[config.mk]
export PLATFORM = sky130hd
export DESIGN_NAME = wb_port_arbiter_flat
export DESIGN_NICKNAME = d
export VERILOG_FILES = /design/src/rtl/wb_pkg.sv /design/src/rtl/wb_port_arbiter_if.sv /design/src/rtl/wb_ld_fifo.sv /design/src/rtl/wb_port_arbiter.sv /design/src/flat_wrapper.sv
export SDC_FILE = /design/constraint.sdc
export NUM_CORES = 1
export LEC_CHECK = 0
export CORE_MARGIN = 4
export CORE_UTILIZATION = 49
export DETAILED_ROUTE_END_ITERATION = 10
export PLACE_DENSITY_LB_ADDON = 0.15
export SYNTH_ARGS = -nofsm -noshare
export SYNTH_HDL_FRONTEND = slang
export SYNTH_SLANG_ARGS = --single-unit
[constraint.sdc]
create_clock -name clk -period 2.9 [get_ports clk]
set_input_delay 0.58 -clock clk [delete_from_list [all_inputs] [get_ports clk]]
set_output_delay 0.58 -clock clk [all_outputs]
set_load 0.1 [all_outputs]
[src/rtl/wb_pkg.sv]
// Shared types and constants for the register file writeback path.
// wb_req_t is the default load-result entry; widths match the default arbiter build.
package wb_pkg;
    localparam int WB_ADDRESS_WIDTH = 5;
    localparam int WB_DATA_WIDTH    = 32;
    localparam int REG_X0           = 0;
    localparam int NUM_REGS         = 2 ** WB_ADDRESS_WIDTH;

    typedef struct packed {
        logic [WB_ADDRESS_WIDTH-1:0] rd;
        logic [WB_DATA_WIDTH-1:0]    data;
    } wb_req_t;
endpackage

[src/rtl/wb_port_arbiter_if.sv]
// Writeback sources (ALU, load issue/return) and the regfile write port plus status.
// master = sources/regfile side, slave = the arbiter.
interface wb_port_arbiter_if #(
    parameter int ADDRESS_WIDTH = 5,
    parameter int DATA_WIDTH    = 32,
    parameter int LD_FIFO_DEPTH = 2
);
    logic                             alu_valid;
    logic [ADDRESS_WIDTH-1:0]         alu_rd;
    logic [DATA_WIDTH-1:0]            alu_data;
    logic                             ld_issue;
    logic [ADDRESS_WIDTH-1:0]         ld_issue_rd;
    logic                             ld_valid;
    logic                             ld_ready;
    logic [ADDRESS_WIDTH-1:0]         ld_rd;
    logic [DATA_WIDTH-1:0]            ld_data;
    logic                             WE3;
    logic [ADDRESS_WIDTH-1:0]         AD3;
    logic [DATA_WIDTH-1:0]            WD3;
    logic [2**ADDRESS_WIDTH-1:0]      busy;
    logic [$clog2(LD_FIFO_DEPTH+1)-1:0] ld_cnt;

    modport master (
        output alu_valid, alu_rd, alu_data, ld_issue, ld_issue_rd,
               ld_valid, ld_rd, ld_data,
        input  ld_ready, WE3, AD3, WD3, busy, ld_cnt
    );

    modport slave (
        input  alu_valid, alu_rd, alu_data, ld_issue, ld_issue_rd,
               ld_valid, ld_rd, ld_data,
        output ld_ready, WE3, AD3, WD3, busy, ld_cnt
    );
endinterface

[src/rtl/wb_ld_fifo.sv]
// Sync FIFO of writeback requests; head is visible combinationally, 1-cycle push-to-pop.
// Push is ignored when full and pop ignored when empty; caller gates push with !full.
module wb_ld_fifo
    import wb_pkg::*;
#(
    parameter type T     = wb_req_t,
    parameter int  DEPTH = 2,
    localparam int CW    = $clog2(DEPTH + 1),
    localparam int PW    = $clog2(DEPTH)
) (
    input  logic          clk,
    input  logic          rst_n,
    input  logic          push,
    input  T              push_data,
    input  logic          pop,
    output T              head,
    output logic          empty,
    output logic          full,
    output logic [CW-1:0] count
);
    T              mem [DEPTH];
    logic [PW-1:0] wr_ptr;
    logic [PW-1:0] rd_ptr;
    logic          do_push;
    logic          do_pop;

    assign empty   = (count == '0);
    assign full    = (count == CW'(DEPTH));
    assign do_push = push && !full;
    assign do_pop  = pop && !empty;
    assign head    = mem[rd_ptr];

    always_ff @(posedge clk) begin
        if (do_push) begin
            mem[wr_ptr] <= push_data;
        end
    end

    // DEPTH is a power of two, so pointer overflow is the modulo wrap.
    always_ff @(posedge clk or negedge rst_n) begin
        if (!rst_n) begin
            wr_ptr <= '0;
            rd_ptr <= '0;
            count  <= '0;
        end else begin
            if (do_push) wr_ptr <= wr_ptr + 1'b1;
            if (do_pop)  rd_ptr <= rd_ptr + 1'b1;
            case ({do_push, do_pop})
                2'b10:   count <= count + 1'b1;
                2'b01:   count <= count - 1'b1;
                default: count <= count;
            endcase
        end
    end
endmodule

[src/rtl/wb_port_arbiter.sv]
// Regfile write-port arbiter: ALU has fixed priority, loads buffered in a FIFO; registered port, busy scoreboard.
// Loads see ld_ready = !full (no input path); ALU never stalled. WB_LD_BYPASS_EN: empty-FIFO load writes at the accept edge.
module wb_port_arbiter
    import wb_pkg::*;
#(
    parameter int ADDRESS_WIDTH = 5,
    parameter int DATA_WIDTH    = 32,
    parameter int LD_FIFO_DEPTH = 2
) (
    input  logic              clk,
    input  logic              rst_n,
    wb_port_arbiter_if.slave  port
);
    localparam int CW = $clog2(LD_FIFO_DEPTH + 1);
    localparam int NR = 2 ** ADDRESS_WIDTH;
    localparam logic [ADDRESS_WIDTH-1:0] X0 = ADDRESS_WIDTH'(REG_X0);

    typedef struct packed {
        logic [ADDRESS_WIDTH-1:0] rd;
        logic [DATA_WIDTH-1:0]    data;
    } req_t;

    req_t                     push_req;
    req_t                     head;
    logic                     fifo_empty;
    logic                     fifo_full;
    logic [CW-1:0]            cnt;
    logic                     alu_sel;
    logic                     ld_take;
    logic                     byp;
    logic                     push;
    logic                     pop;
    logic                     ld_sel;
    logic [ADDRESS_WIDTH-1:0] ld_wr_rd;
    logic [DATA_WIDTH-1:0]    ld_wr_data;
    logic                     we_q;
    logic [ADDRESS_WIDTH-1:0] ad_q;
    logic [DATA_WIDTH-1:0]    wd_q;
    logic [NR-1:0]            busy_q;
    logic [NR-1:0]            busy_nxt;

    assign push_req = '{rd: port.ld_rd, data: port.ld_data};
    assign alu_sel  = port.alu_valid && (port.alu_rd != X0);
    // Loads to x0 complete the handshake but are otherwise discarded.
    assign ld_take  = port.ld_valid && !fifo_full && (port.ld_rd != X0);

`ifdef WB_LD_BYPASS_EN
    assign byp = ld_take && !alu_sel && fifo_empty;
`else
    assign byp = 1'b0;
`endif

    assign push       = ld_take && !byp;
    assign pop        = !alu_sel && !fifo_empty;
    assign ld_sel     = pop || byp;
    assign ld_wr_rd   = pop ? head.rd   : port.ld_rd;
    assign ld_wr_data = pop ? head.data : port.ld_data;

    wb_ld_fifo #(
        .T     (req_t),
        .DEPTH (LD_FIFO_DEPTH)
    ) u_ld_fifo (
        .clk       (clk),
        .rst_n     (rst_n),
        .push      (push),
        .push_data (push_req),
        .pop       (pop),
        .head      (head),
        .empty     (fifo_empty),
        .full      (fifo_full),
        .count     (cnt)
    );

    // Clear before set so an issue racing the writeback of the same register wins.
    always_comb begin
        busy_nxt = busy_q;
        if (ld_sel) begin
            busy_nxt[ld_wr_rd] = 1'b0;
        end
        if (port.ld_issue && (port.ld_issue_rd != X0)) begin
            busy_nxt[port.ld_issue_rd] = 1'b1;
        end
        busy_nxt[0] = 1'b0;
    end

    always_ff @(posedge clk or negedge rst_n) begin
        if (!rst_n) begin
            we_q   <= 1'b0;
            ad_q   <= '0;
            wd_q   <= '0;
            busy_q <= '0;
        end else begin
            we_q   <= alu_sel || ld_sel;
            busy_q <= busy_nxt;
            if (alu_sel) begin
                ad_q <= port.alu_rd;
                wd_q <= port.alu_data;
            end else if (ld_sel) begin
                ad_q <= ld_wr_rd;
                wd_q <= ld_wr_data;
            end
        end
    end

    assign port.WE3      = we_q;
    assign port.AD3      = ad_q;
    assign port.WD3      = wd_q;
    assign port.busy     = busy_q;
    assign port.ld_cnt   = cnt;
    assign port.ld_ready = !fifo_full;
endmodule

[src/flat_wrapper.sv]
// flat-port wrapper written by rule: the top's interface ports become plain ports
module wb_port_arbiter_flat import wb_pkg::*;
#(
    parameter int ADDRESS_WIDTH = 5,
    parameter int DATA_WIDTH    = 32,
    parameter int LD_FIFO_DEPTH = 2
)
  (clk, rst_n, port_alu_valid, port_alu_rd, port_alu_data, port_ld_issue, port_ld_issue_rd, port_ld_valid, port_ld_rd, port_ld_data, port_ld_ready, port_WE3, port_AD3, port_WD3, port_busy, port_ld_cnt);
  wb_port_arbiter_if #(.ADDRESS_WIDTH(ADDRESS_WIDTH), .DATA_WIDTH(DATA_WIDTH), .LD_FIFO_DEPTH(LD_FIFO_DEPTH)) port_i ();
  input  logic clk;
  input  logic rst_n;
  input wire logic [$bits(port_i.alu_valid)-1:0] port_alu_valid;
  input wire logic [$bits(port_i.alu_rd)-1:0] port_alu_rd;
  input wire logic [$bits(port_i.alu_data)-1:0] port_alu_data;
  input wire logic [$bits(port_i.ld_issue)-1:0] port_ld_issue;
  input wire logic [$bits(port_i.ld_issue_rd)-1:0] port_ld_issue_rd;
  input wire logic [$bits(port_i.ld_valid)-1:0] port_ld_valid;
  input wire logic [$bits(port_i.ld_rd)-1:0] port_ld_rd;
  input wire logic [$bits(port_i.ld_data)-1:0] port_ld_data;
  output wire logic [$bits(port_i.ld_ready)-1:0] port_ld_ready;
  output wire logic [$bits(port_i.WE3)-1:0] port_WE3;
  output wire logic [$bits(port_i.AD3)-1:0] port_AD3;
  output wire logic [$bits(port_i.WD3)-1:0] port_WD3;
  output wire logic [$bits(port_i.busy)-1:0] port_busy;
  output wire logic [$bits(port_i.ld_cnt)-1:0] port_ld_cnt;
  assign port_i.alu_valid = port_alu_valid;
  assign port_i.alu_rd = port_alu_rd;
  assign port_i.alu_data = port_alu_data;
  assign port_i.ld_issue = port_ld_issue;
  assign port_i.ld_issue_rd = port_ld_issue_rd;
  assign port_i.ld_valid = port_ld_valid;
  assign port_i.ld_rd = port_ld_rd;
  assign port_i.ld_data = port_ld_data;
  assign port_ld_ready = port_i.ld_ready;
  assign port_WE3 = port_i.WE3;
  assign port_AD3 = port_i.AD3;
  assign port_WD3 = port_i.WD3;
  assign port_busy = port_i.busy;
  assign port_ld_cnt = port_i.ld_cnt;
  wb_port_arbiter #(.ADDRESS_WIDTH(ADDRESS_WIDTH), .DATA_WIDTH(DATA_WIDTH), .LD_FIFO_DEPTH(LD_FIFO_DEPTH)) u_core (.clk(clk), .rst_n(rst_n), .port(port_i));
endmodule
==> impl_results.md <==
- Number of endpoints failing setup at the final stage: 0
- Peak supply drop: 0.000707 V
- Worst skew pair latency: 0.42 ns
- Avg Inst Size Synth: 11.3 um^2
- Num CTS Buffers: 17
- Syn_nets: 647
- Achievable Freq: 452 MHz
- Count of different cell masters after synthesis: 42
- RSZ-0062 raised after global routing: no
- Die W: 122 um
- Post-route ant nets: 0
- Row cnt: 41
- Hold Crit Class: in -> async
- Worst Tran Pin Value: 0.759 ns
- NetSw: 4.17 mW
- Clock Power Share: 24.4%
- Via count: 4963
- Main synth FF type: edfxtp_1
- Clock tree buffer depth: 2
- Placed Area: 0.00796 mm^2
- Arr. time, crit path: 2.52 ns
- Worst rel slew slack: 49.4%
- Leak Pwr: 3.26 nW
- Fin crit share: 76.3%
- Outcome: complete, no violations
- Seq pwr share: 32.1%
- Slew Limit Fails: 0
- Combinational power share: 43.5%
- Die area: 0.0148 mm^2
- Ys async rst share: 49.7%
- Share of layout cells above drive strength 1: 18.4%
- Clk_skew: 0.00612 ns
- Drc violations: 0
- Most common cell after layout, fill and taps aside: buf_4
- Total Wirelength: 16100 um
- Cts hold-fix bufs: 0
- Syn-to-layout area delta: 35.0%
- Initial Util: 50.1%
- CP endpoint kind: flip-flop
- Drt wl/cell: 17.9 um
- Dpl hpwl: 11300 um
- H-tree Lvls: 4
- Clock sink count: 147
- Total of cells resized after clock tree synthesis: 0
- Syn. warnings: 0
- Vias in the first global route: 4932
- Clock transition at path regs: 0.06 ns
- Power Internal: 5.20 mW
- Global-route wire length before repair: 25300 um
- Post-CTS Setup Bufs: 0
- Nets: 800
- Power density over cell area: 1090 mW/mm^2
- CTS tree: built
- Max Cap Viol: 0
- Switch share: 44.5%
- Initial DRT Pass Iterations: 5
- EDFF count, synth: 74
- Finished Cell Area: 0.00857 mm^2
- Routability cong.: 0.906
- IO Count: 157
- Fin. Hold Viols: 0
- Vias per inst: 5.52
- CP required: 3.20 ns
- Port bufs: 155
- Syn Inst Count: 562
- Antenna violations before repair: 0
- Clock Tree Root: clkbuf_16
- Sum Neg Setup Slack: 0 ns
- Gr ovfl total: 0
- Sequential area share after synthesis: 63.8%
- Crit start category: flip-flop
- Total core area: 0.0127 mm^2
- Largest net degree at the start of global routing: 57
- Die Height: 122 um
- Tmin final: 2.21 ns
- Overall Global Routing Usage: 22.4%
- Most frequent cells in the layout: buf_4, clkdlybuf4s50_1, nand2_1
- Drt initial violations: 416
- Largest fanout on the critical path: 32
- Critical path class: reg -> reg
- Ant diodes: 0
- Synthesis-stage register bit count: 147
- Post-synthesis cell area: 0.00635 mm^2
- Core Util, Final: 67.6%
-- power by group through the flow --
| stage | Sequential, mW | Clock (mW) | Combinational [mW] |
|---|---|---|---|
| 6_report | 3.01 | 2.28 | 4.08 |
| 5_1_grt | 3.07 | 2.41 | 4.33 |
| 4_1_cts | 3.01 | 2.31 | 4.11 |
| 3_5_place_dp | 3.04 | 0 | 4.10 |
| 3_3_place_gp | 3.02 | 0 | 4.04 |
| 2_1_floorplan | 4.56 | 0 | 1.52 |
-- path summary, 6_finish.rpt --
| check | startpoint | depth (start not counted) | slack, ns | endpoint |
|---|---|---|---|---|
| min | rst_n | 1 | 0.23 | u_core.u_ld_fifo.count[1] |
| max in group asynchronous | rst_n | 2 | 2.02 | u_core.port.WD3[16] |
| min in group clk | u_core.port.busy[25] | 2 | 0.56 | u_core.port.busy[25] |
| max reg2reg | u_core.u_ld_fifo.count[1] | 5 | 0.69 | u_core.port.busy[7] |
| max | u_core.u_ld_fifo.count[1] | 5 | 0.69 | u_core.port.busy[7] |
| min reg2reg | u_core.port.busy[25] | 2 | 0.56 | u_core.port.busy[25] |
-- cells by family (layout without fill, tap and decap cells) --
kind of cell | Yosys count | after routing | synth area share [%]
AOI/OAI and AO/OA | 149 | 149 | 14.0
other | 1 | 1 | 0.0591
adders and majority gates | 1 | 1 | 0.197
and+or+nand+nor | 182 | 182 | 12.5
xor gates and xnor gates | 5 | 5 | 0.690
DFF | 147 | 147 | 63.8
muxes | 39 | 39 | 6.19
buffers and inverters | 38 | 203 | 2.54
-- state kept, by name, summed over array words and instances, names as in the netlist --
name and count:
u_core.port.busy 31, u_core.port.AD3 5, u_core.u_ld_fifo.rd_ptr 1, u_core.u_ld_fifo.wr_ptr 1, u_core.port.WD3 32, u_core.port.WE3 1, u_core.u_ld_fifo.mem 74, u_core.u_ld_fifo.count 2
-- metrics by stage --
stage          std cells  setup WS (ns)  hold slack, ns  power, mW
2_1_floorplan        562         0.0721           0.284       6.08
3_3_place_gp         868          0.425           0.537       7.06
3_5_place_dp         868          0.315           0.551       7.15
4_1_cts              899          0.703           0.247       9.43
5_1_grt              899          0.551           0.285       9.81
6_report             899          0.687           0.233       9.38
-- metal layers --
metal  part of all wire [%]  GRT usage, %
met1                     41          27.3
met2                     50          37.2
met3                    6.9          6.45
met4                    2.4          9.87
met5                      0             0
-- final cells by class --
type / instances / area, um^2
Clock inverter: 14 / 186
Clock buffer: 17 / 425
Tap cell: 172 / 215
Multi-Input combinational cell: 377 / 2180
Fill cell: 959 / 4100
Timing Repair Buffer: 169 / 1500
Inverter: 3 / 11.3
Sequential cell: 147 / 4050
-- worst max-delay path, cell delays in order (launching register included) --
cell and delay (ns):
dfrtp_1 0.49, or2_1 0.50, a31oi_2 0.27, buf_4 0.36, o21ai_0 0.15, a221o_1 0.32
-- Yosys cell counts, types with 2 or more instances --
| library cell | instances | area, um^2 |
|---|---|---|
| nor2_1 | 47 | 176 |
| a21oi_1 | 34 | 170 |
| dfrtp_1 | 73 | 1830 |
| or2_2 | 2 | 12.5 |
| nand2b_1 | 6 | 37.5 |
| mux2i_1 | 37 | 370 |
| xnor2_1 | 4 | 35.0 |
| mux2_2 | 2 | 22.5 |
| or3b_2 | 2 | 17.5 |
| clkbuf_1 | 18 | 67.6 |
| o311ai_2 | 2 | 32.5 |
| o211ai_1 | 30 | 225 |
| buf_1 | 4 | 15.0 |
| edfxtp_1 | 74 | 2220 |
| o21ai_0 | 70 | 350 |
| inv_1 | 3 | 11.3 |
| nand2_1 | 75 | 282 |
| nor3_1 | 4 | 20.0 |
| nand4_1 | 4 | 25.0 |
| nand3_1 | 35 | 175 |
| buf_2 | 12 | 60.1 |
| nor2b_1 | 4 | 25.0 |
Note: power is estimated with default switching activity, not from simulation.
